`src/rtl/ahb_lite_regbank_if.sv`:
```
// Request/response bundle between one initiator and the register bank.
// The initiator drives write/trans/waddr/wdata; the bank answers with
// readyout/rdata/err using a full 4-phase handshake on trans/readyout.
interface ahb_lite_regbank_if;
  logic       write;
  logic       trans;
  logic [7:0] waddr;
  logic [7:0] wdata;
  logic       readyout;
  logic [7:0] rdata;
  logic       err;

  modport master (
    output write, trans, waddr, wdata,
    input  readyout, rdata, err
  );

  modport slave (
    input  write, trans, waddr, wdata,
    output readyout, rdata, err
  );
endinterface

```
`src/rtl/ahb_lite_regbank.sv`:
```
// Scratch/config register bank behind a 4-phase request/response handshake.
// Register 0 is a read-only ID; registers 1..NREGS-1 are 8-bit read/write.
// A request is captured once, answered after WAIT_STATES+1 edges, and the
// response is held until the initiator drops trans.
module ahb_lite_regbank #(
  parameter int         NREGS       = 8,
  parameter int         WAIT_STATES = 1,
  parameter logic [7:0] ID          = 8'hA5
) (
  input logic               clock,
  input logic               rst,
  ahb_lite_regbank_if.slave bus
);

  localparam int AW = (NREGS > 1) ? $clog2(NREGS) : 1;

  typedef enum logic [1:0] {
    S_IDLE,
    S_WAIT,
    S_RESP
  } state_e;

  state_e     state_q, state_d;
  logic [3:0] cnt_q, cnt_d;
  logic       hold_write_q, hold_write_d;
  logic [7:0] hold_addr_q, hold_addr_d;
  logic [7:0] hold_wdata_q, hold_wdata_d;
  logic       readyout_q, readyout_d;
  logic [7:0] rdata_q, rdata_d;
  logic       err_q, err_d;

  logic [7:0] regs_q [1:NREGS-1];

  logic          in_range;
  logic [AW-1:0] idx;
  logic [7:0]    rd_val;
  logic          wr_en;

  // Range check on the full 8-bit address before any narrowing, so high
  // addresses never alias onto a real register.
  assign in_range = (32'(hold_addr_q) < 32'(NREGS));
  assign idx      = hold_addr_q[AW-1:0];

  // Read mux: register 0 is the constant ID, the rest come from the bank.
  always_comb begin
    rd_val = ID;
    if (idx != '0) rd_val = regs_q[idx];
  end

  // Next-state and response logic for the request/response handshake.
  always_comb begin
    // NOTE: every signal gets its hold value first so no path through the
    // case statement can leave one unassigned and infer a latch.
    state_d      = state_q;
    cnt_d        = cnt_q;
    hold_write_d = hold_write_q;
    hold_addr_d  = hold_addr_q;
    hold_wdata_d = hold_wdata_q;
    readyout_d   = readyout_q;
    rdata_d      = rdata_q;
    err_d        = err_q;
    wr_en        = 1'b0;

    unique case (state_q)
      S_IDLE: begin
        if (bus.trans) begin
          hold_write_d = bus.write;
          hold_addr_d  = bus.waddr;
          hold_wdata_d = bus.wdata;
          // WAIT spends WAIT_STATES counted cycles plus one decode cycle, so
          // readyout lands WAIT_STATES+1 edges after this capture edge.
          cnt_d        = 4'(WAIT_STATES);
          state_d      = S_WAIT;
        end
      end

      S_WAIT: begin
        // trans is deliberately not looked at here: a captured request
        // always completes, even if the initiator lets go early.
        if (cnt_q == 4'd0) begin
          state_d    = S_RESP;
          readyout_d = 1'b1;
          if (!in_range) begin
            rdata_d = 8'h00;
            err_d   = 1'b1;
          end else if (hold_write_q) begin
            rdata_d = hold_wdata_q;
            err_d   = 1'b0;
            wr_en   = (idx != '0);
          end else begin
            rdata_d = rd_val;
            err_d   = 1'b0;
          end
        end else begin
          cnt_d = cnt_q - 4'd1;
        end
      end

      S_RESP: begin
        // rdata keeps its last value after the handshake closes.
        if (!bus.trans) begin
          state_d    = S_IDLE;
          readyout_d = 1'b0;
          err_d      = 1'b0;
        end
      end

      default: state_d = S_IDLE;
    endcase
  end

  // Control, hold and response registers.
  always_ff @(posedge clock or posedge rst) begin
    // NOTE: state registers use non-blocking assignments so every flop
    // samples pre-edge values regardless of statement order.
    if (rst) begin
      state_q      <= S_IDLE;
      cnt_q        <= 4'd0;
      hold_write_q <= 1'b0;
      hold_addr_q  <= 8'h00;
      hold_wdata_q <= 8'h00;
      readyout_q   <= 1'b0;
      rdata_q      <= 8'h00;
      err_q        <= 1'b0;
    end else begin
      state_q      <= state_d;
      cnt_q        <= cnt_d;
      hold_write_q <= hold_write_d;
      hold_addr_q  <= hold_addr_d;
      hold_wdata_q <= hold_wdata_d;
      readyout_q   <= readyout_d;
      rdata_q      <= rdata_d;
      err_q        <= err_d;
    end
  end

  // Register bank storage; commits only on the response edge of a write.
  always_ff @(posedge clock or posedge rst) begin
    // NOTE: the bank is built from flops rather than a RAM macro, so it can
    // take the async reset and reads after reset are always defined.
    if (rst) begin
      for (int i = 1; i < NREGS; i++) regs_q[i] <= 8'h00;
    end else if (wr_en) begin
      regs_q[idx] <= hold_wdata_q;
    end
  end

  assign bus.readyout = readyout_q;
  assign bus.rdata    = rdata_q;
  assign bus.err      = err_q;

endmodule

```
`src/flat_wrapper.sv`:
```
// flat-port wrapper written by rule: the top's interface ports become plain ports
module ahb_lite_regbank_flat 
#(
  parameter int         NREGS       = 8,
  parameter int         WAIT_STATES = 1,
  parameter logic [7:0] ID          = 8'hA5
)
  (clock, rst, bus_write, bus_trans, bus_waddr, bus_wdata, bus_readyout, bus_rdata, bus_err);
  ahb_lite_regbank_if bus_i ();
  input logic clock;
  input logic rst;
  input wire logic [$bits(bus_i.write)-1:0] bus_write;
  input wire logic [$bits(bus_i.trans)-1:0] bus_trans;
  input wire logic [$bits(bus_i.waddr)-1:0] bus_waddr;
  input wire logic [$bits(bus_i.wdata)-1:0] bus_wdata;
  output wire logic [$bits(bus_i.readyout)-1:0] bus_readyout;
  output wire logic [$bits(bus_i.rdata)-1:0] bus_rdata;
  output wire logic [$bits(bus_i.err)-1:0] bus_err;
  assign bus_i.write = bus_write;
  assign bus_i.trans = bus_trans;
  assign bus_i.waddr = bus_waddr;
  assign bus_i.wdata = bus_wdata;
  assign bus_readyout = bus_i.readyout;
  assign bus_rdata = bus_i.rdata;
  assign bus_err = bus_i.err;
  ahb_lite_regbank #(.NREGS(NREGS), .WAIT_STATES(WAIT_STATES), .ID(ID)) u_core (.clock(clock), .rst(rst), .bus(bus_i));
endmodule
```
`config.mk`:
```
export PLATFORM = sky130hd
export DESIGN_NAME = ahb_lite_regbank_flat
export DESIGN_NICKNAME = d
export VERILOG_FILES = /design/src/rtl/ahb_lite_regbank_if.sv /design/src/rtl/ahb_lite_regbank.sv /design/src/flat_wrapper.sv
export SDC_FILE = /design/constraint.sdc
export NUM_CORES = 1
export LEC_CHECK = 0
export CAP_MARGIN = 25
export CORE_MARGIN = 3
export CORE_UTILIZATION = 63
export DETAILED_ROUTE_END_ITERATION = 12
export PLACE_DENSITY_LB_ADDON = 0.05
export SYNTH_ARGS = -nofsm -noshare
export SYNTH_HDL_FRONTEND = slang
export SYNTH_SLANG_ARGS = --single-unit
```
`constraint.sdc`:
```
create_clock -name clock -period 6.37 [get_ports clock]
set_input_delay 1.5925 -clock clock [delete_from_list [all_inputs] [get_ports clock]]
set_output_delay 1.5925 -clock clock [all_outputs]
set_load 0.1 [all_outputs]
```
Yosys cells after proc, flatten, opt, wreduce, memory -nomap -nowiden
Index checks and enable logic that the tools add are counted.

cells by class
  mux-type cells = 26
  reduce and logical (&&, ||, !) cells = 11
  bitwise logic cells = 1
  $mul = 0
  shift operators = 0
  divide/modulo/power cells = 0
  $add $sub $neg = 1
  order comparisons = 3
  equality and inequality tests = 6

operator list
  operator             number
  $bwmux 56            1
  $mux 8               6
  $bmux 8 s3           1
  $demux 8 s3          1
  $reduce_and 3->1     3
  $lt 8x4->1 const B   1
  $mux 1               8
  $mux 4               2
  $pmux 4 s2           1
  $mux 2               3
  $ne 2x2->1 const B   3
  $pmux 2 s3           1
  $ge 4x4->1 const B   1
  $logic_not 4->1      1
  $lt 4x1->1 const B   1
  $not 3->4            1
  $pmux 1 s2           2
  $reduce_and 2->1     2
  $reduce_bool 2->1    2
  $sub 4x1->4 const B  1
  $reduce_bool 3->1    1
  $eq 2x1->1 const B   1
  $eq 2x2->1 const B   1
  $logic_not 2->1      1
  2 further kinds      2

storage, ports and cells
  logic and storage cells = 63
  bits in latches = 0
  bits in registers = 89
  output and inout port bits = 10
  memory bits (read-only) = 0
  RAM bits = 0
  memories kept = 0
  input port bits = 20

Logic depth before layout (Yosys ltp)
  depth in word-level cells = 7
  mapped depth = 8
  depth with buffers taken out = 6

Worst setup path before layout
Ideal clock, no wire load.

  kind = in2reg
  start point = input port bus_trans
  end point = register u_core.hold_addr_q[6]
  path slack = 3668 ps
  stages = 3
  path buffers = 1
  setup time = 125 ps
  arrival = 2577 ps
  data required time = 6245 ps
  cell sequence = nor3b_1 > clkbuf_1 > mux2_2

on the way
  word-level cells in the longest chain between the ends = 1

RTL lines
  element                            line                     source
  start, declared                    flat_wrapper.sv:13       input wire logic [$bits(bus_i.trans)-1:0] bus_trans;
  $reduce_and 2->1 (no source line)  -
  end signal, assigned               ahb_lite_regbank.sv:129  hold_addr_q <= hold_addr_d;
  end, declared                      ahb_lite_regbank.sv:26   logic [7:0] hold_addr_q, hold_addr_d;

No other way between the ends.
A chain may end at the register's enable or synchronous reset.

Worst setup path in the final report
  start point = register u_core.rdata_q[3] (netlist: u_core.bus.rdata[3])
  end point = output port bus_rdata[3]

RTL lines
  element                 line                     source
  start, declared         ahb_lite_regbank.sv:29   logic [7:0] rdata_q, rdata_d;
  start signal, assigned  ahb_lite_regbank.sv:132  rdata_q <= rdata_d;
  end, declared           flat_wrapper.sv:17       output wire logic [$bits(bus_i.rdata)-1:0] bus_rdata;

No word-level cell between the ends.

==> flow_summary.yaml <==
clock_tree:
  cts_buffer_depth: 2
  post_cts_resized: 0
  hold_buffers: 0
  cts_tree: "built"
  htreeDepth: 3
  path_clk_slew_ns: 0.08
  post_cts_buffers: 0
  clk-insertion-delay-late_ns: 0.35
  clock-sinks: 89
  cts-root-buf: "clkbuf_8"
  numCtsBuffers: 9
final_layout:
  seq_area_sq_mm: 0.00223
  multi_input_area_sq_mm: 0.00174
  drive_gt1_share_pct: 31.1
  nFillCells: 404
  diodes: 0
  area_growth_pct: 13.8
  fin_nets: 354
worst_setup_path:
  worst_ep_arrival_time_ns: 1.88
  worstPathCellList: "clkdlybuf4s50_1"
  startpoint_type: "flop"
  path_buf_inv: 1
  path_class: "flop to primary output"
  slowest_delay_ns: 1.15
  slowest_stage: "clkdlybuf4s50_1"
  crit_required_ns: 4.78
  path_delay_family: "buffers and inverters"
  r2r_slack_ns: 3.34
  critPathCaptureType: "primary output"
  critPathMaxFanout: 2
floorplan:
  io-pin-count: 30
  dieHeight_microns: 86.2
  die_w_microns: 86.2
  core-area_sq_mm: 0.00606
  row_count: 28
  start_util_pct: 66.8
  dieArea_sq_mm: 0.00742
detailed_routing:
  wire_per_inst_microns: 20.2
  vias: 2598
  routed_wl_microns: 8340
  vias_per_cell: 6.29
  dr.pass1.iters: 4
  ant_nets: 0
  drc: 0
  detail_route.iter0.violations: 226
global_routing:
  met2_usage_pct: 38.2
  grt.overflow.total: 0
  antenna_found_initial: 0
  grt_pass1_vias: 2707
  grt_max_degree: 51
  grt_pass1_wl_microns: 14000
  use_met1_pct: 35.3
  grt_util_met3_pct: 4.71
  busiest_layer: "met2"
  grt_usage_pct: 25.0
logic_synthesis:
  synth_top_cells_by_area: "dfrtp_1, mux2_2, mux2_4, mux2i_1, a221oi_1"
  syn-cell-area_sq_mm: 0.00405
  ys_warn_count: 0
  synthesis.nets: 325
  ys_types: 44
  yosysSeqAreaShare_pct: 55.0
  synth_flop_cell: "dfrtp_1"
  yosys.area.top_type: "dfrtp_1"
  async_flop_share_pct: 100
  syn_avg_cell_area_sq_um: 13.3
  synth_common_cells: "dfrtp_1, mux2_2, clkbuf_1"
  ys_ff_latch: 89
  synth_top_area_share_pct: 55.0
  postSynthCellCount: 304
  synth-edff-count: 0
  synth.most_common_cell: "dfrtp_1"
timing:
  finalMaxSlewViolations: 0
  fin_setup_tns_ns: 0
  report.final.setup_viol: 0
  period_minus_slack_ns: 3.47
  fin_ws_ns: 2.90
  hold_violations: 0
  rsz0062_at_grt: "no"
  fmax_mhz: 288
  fin_crit_sh_pct: 54.5
  tightest_slew_ns: 0.989
  slew_headroom_pct: 33.9
  skew_ns: 0.00679
placed_design:
  portBuffers: 29
  hpwl_microns: 5320
  dp_worst_setup_slack_ns: 3.18
  gp_congestion: 0.780
outcome:
  status: "completed"
power:
  powerDensity_mw_per_mm2: 396
  power_leakage_uw: 0.00218
  ir_worst_vdd_mv: 0.301
run:
  drv_cap: 0
worst_hold_path:
  min_path_type: "flop to flop"
placed cells by master, fill, tap and decap left out, drive strengths merged, types with 2 or more instances in the layout:
master         netlist  final
a21oi                3      3
nor2b                5      5
a211oi               3      3
nor3                 3      3
clkinvlp             0      2
mux2                77     77
nor4                 3      3
and2                 4      4
clkinv               0      3
a22o                 2      2
nand3                4      4
or4                  3      3
mux4                 2      2
dfrtp               89     89
inv                  7      6
nand2b               2      2
clkdlybuf4s50        0     29
a21o                 2      2
a221oi               7      7
mux2i               11     11
nor2                11     11
clkbuf              14     11
nand3b               4      4
or3b                 2      2
nand2               12     12
a221o                5      5
o21ai                9      9
nor3b                3      3
xor2                 2      2
buf                  2      5
logic make-up after synthesis:
logic type / synth area share [%]
xor+xnor: 0.433
flops: 55.0
buf+inv: 2.23
fa+ha+maj: 0.309
simple gates: 8.75
mux: 26.0
compound gates: 7.26
sequential cells by signal, indices dropped and copies added, names as in the netlist:
register and flops:
u_core.state_q 2, u_core.hold_addr_q 8, u_core.cnt_q 4, u_core.hold_write_q 1, u_core.bus.err 1, u_core.hold_wdata_q 8
u_core.bus.readyout 1, u_core.bus.rdata 8, u_core.regs_q 56
stage by stage:
| step | hold slack, ns | power, uW | instance area, sq um | util [%] | std cells |
|---|---|---|---|---|---|
| global placement | 0.459 | 1440 | 4410 | 72.8 | 397 |
| CTS | 0.483 | 1840 | 4610 | 76.0 | 413 |
| global route | 0.525 | 1930 | 4610 | 76.0 | 413 |
| floorplan | 0.471 | 1270 | 4050 | - | 304 |
| finish | 0.476 | 1830 | 4610 | 76.0 | 413 |
| detailed placement | 0.462 | 1460 | 4410 | 72.8 | 397 |
layer usage:
| layer | wire [microns] | vias up |
|---|---|---|
| li1 | - | 1175 |
| met1 | 3640 | 1331 |
| met2 | 4050 | 77 |
| met3 | 470 | 15 |
| met4 | 189 | 0 |
| met5 | 0 | - |
layout make-up:
cell class / instances / area share, %
Timing Repair Buffer: 34 / 7.11
Inverter: 7 / 0.597
Clock buffer: 11 / 3.07
Clock inverter: 5 / 1.19
Sequential cell: 89 / 48.3
Tap cell: 75 / 2.04
Multi-Input combinational cell: 192 / 37.7
path summary, 6_finish.rpt:
| kind | start | endpoint | depth (start not counted) |
|---|---|---|---|
| min in group asynchronous | rst | u_core.hold_addr_q[6] | 2 |
| worst min-delay path | u_core.bus.readyout | u_core.bus.readyout | 2 |
| worst min register to register | u_core.bus.readyout | u_core.bus.readyout | 2 |
| worst max register to register | u_core.cnt_q[0] | u_core.regs_q[1] | 6 |
| max in group asynchronous | rst | u_core.regs_q[1] | 3 |
| worst max-delay path | u_core.bus.rdata[3] | bus_rdata[3] | 1 |
where the power goes:
| group | total (uW) | switching [uW] | internal [uW] |
|---|---|---|---|
| Combinational | 654 | 403 | 251 |
| Clock | 381 | 190 | 191 |
| Sequential | 791 | 122 | 669 |
Power figures use the tool's default switching activity.
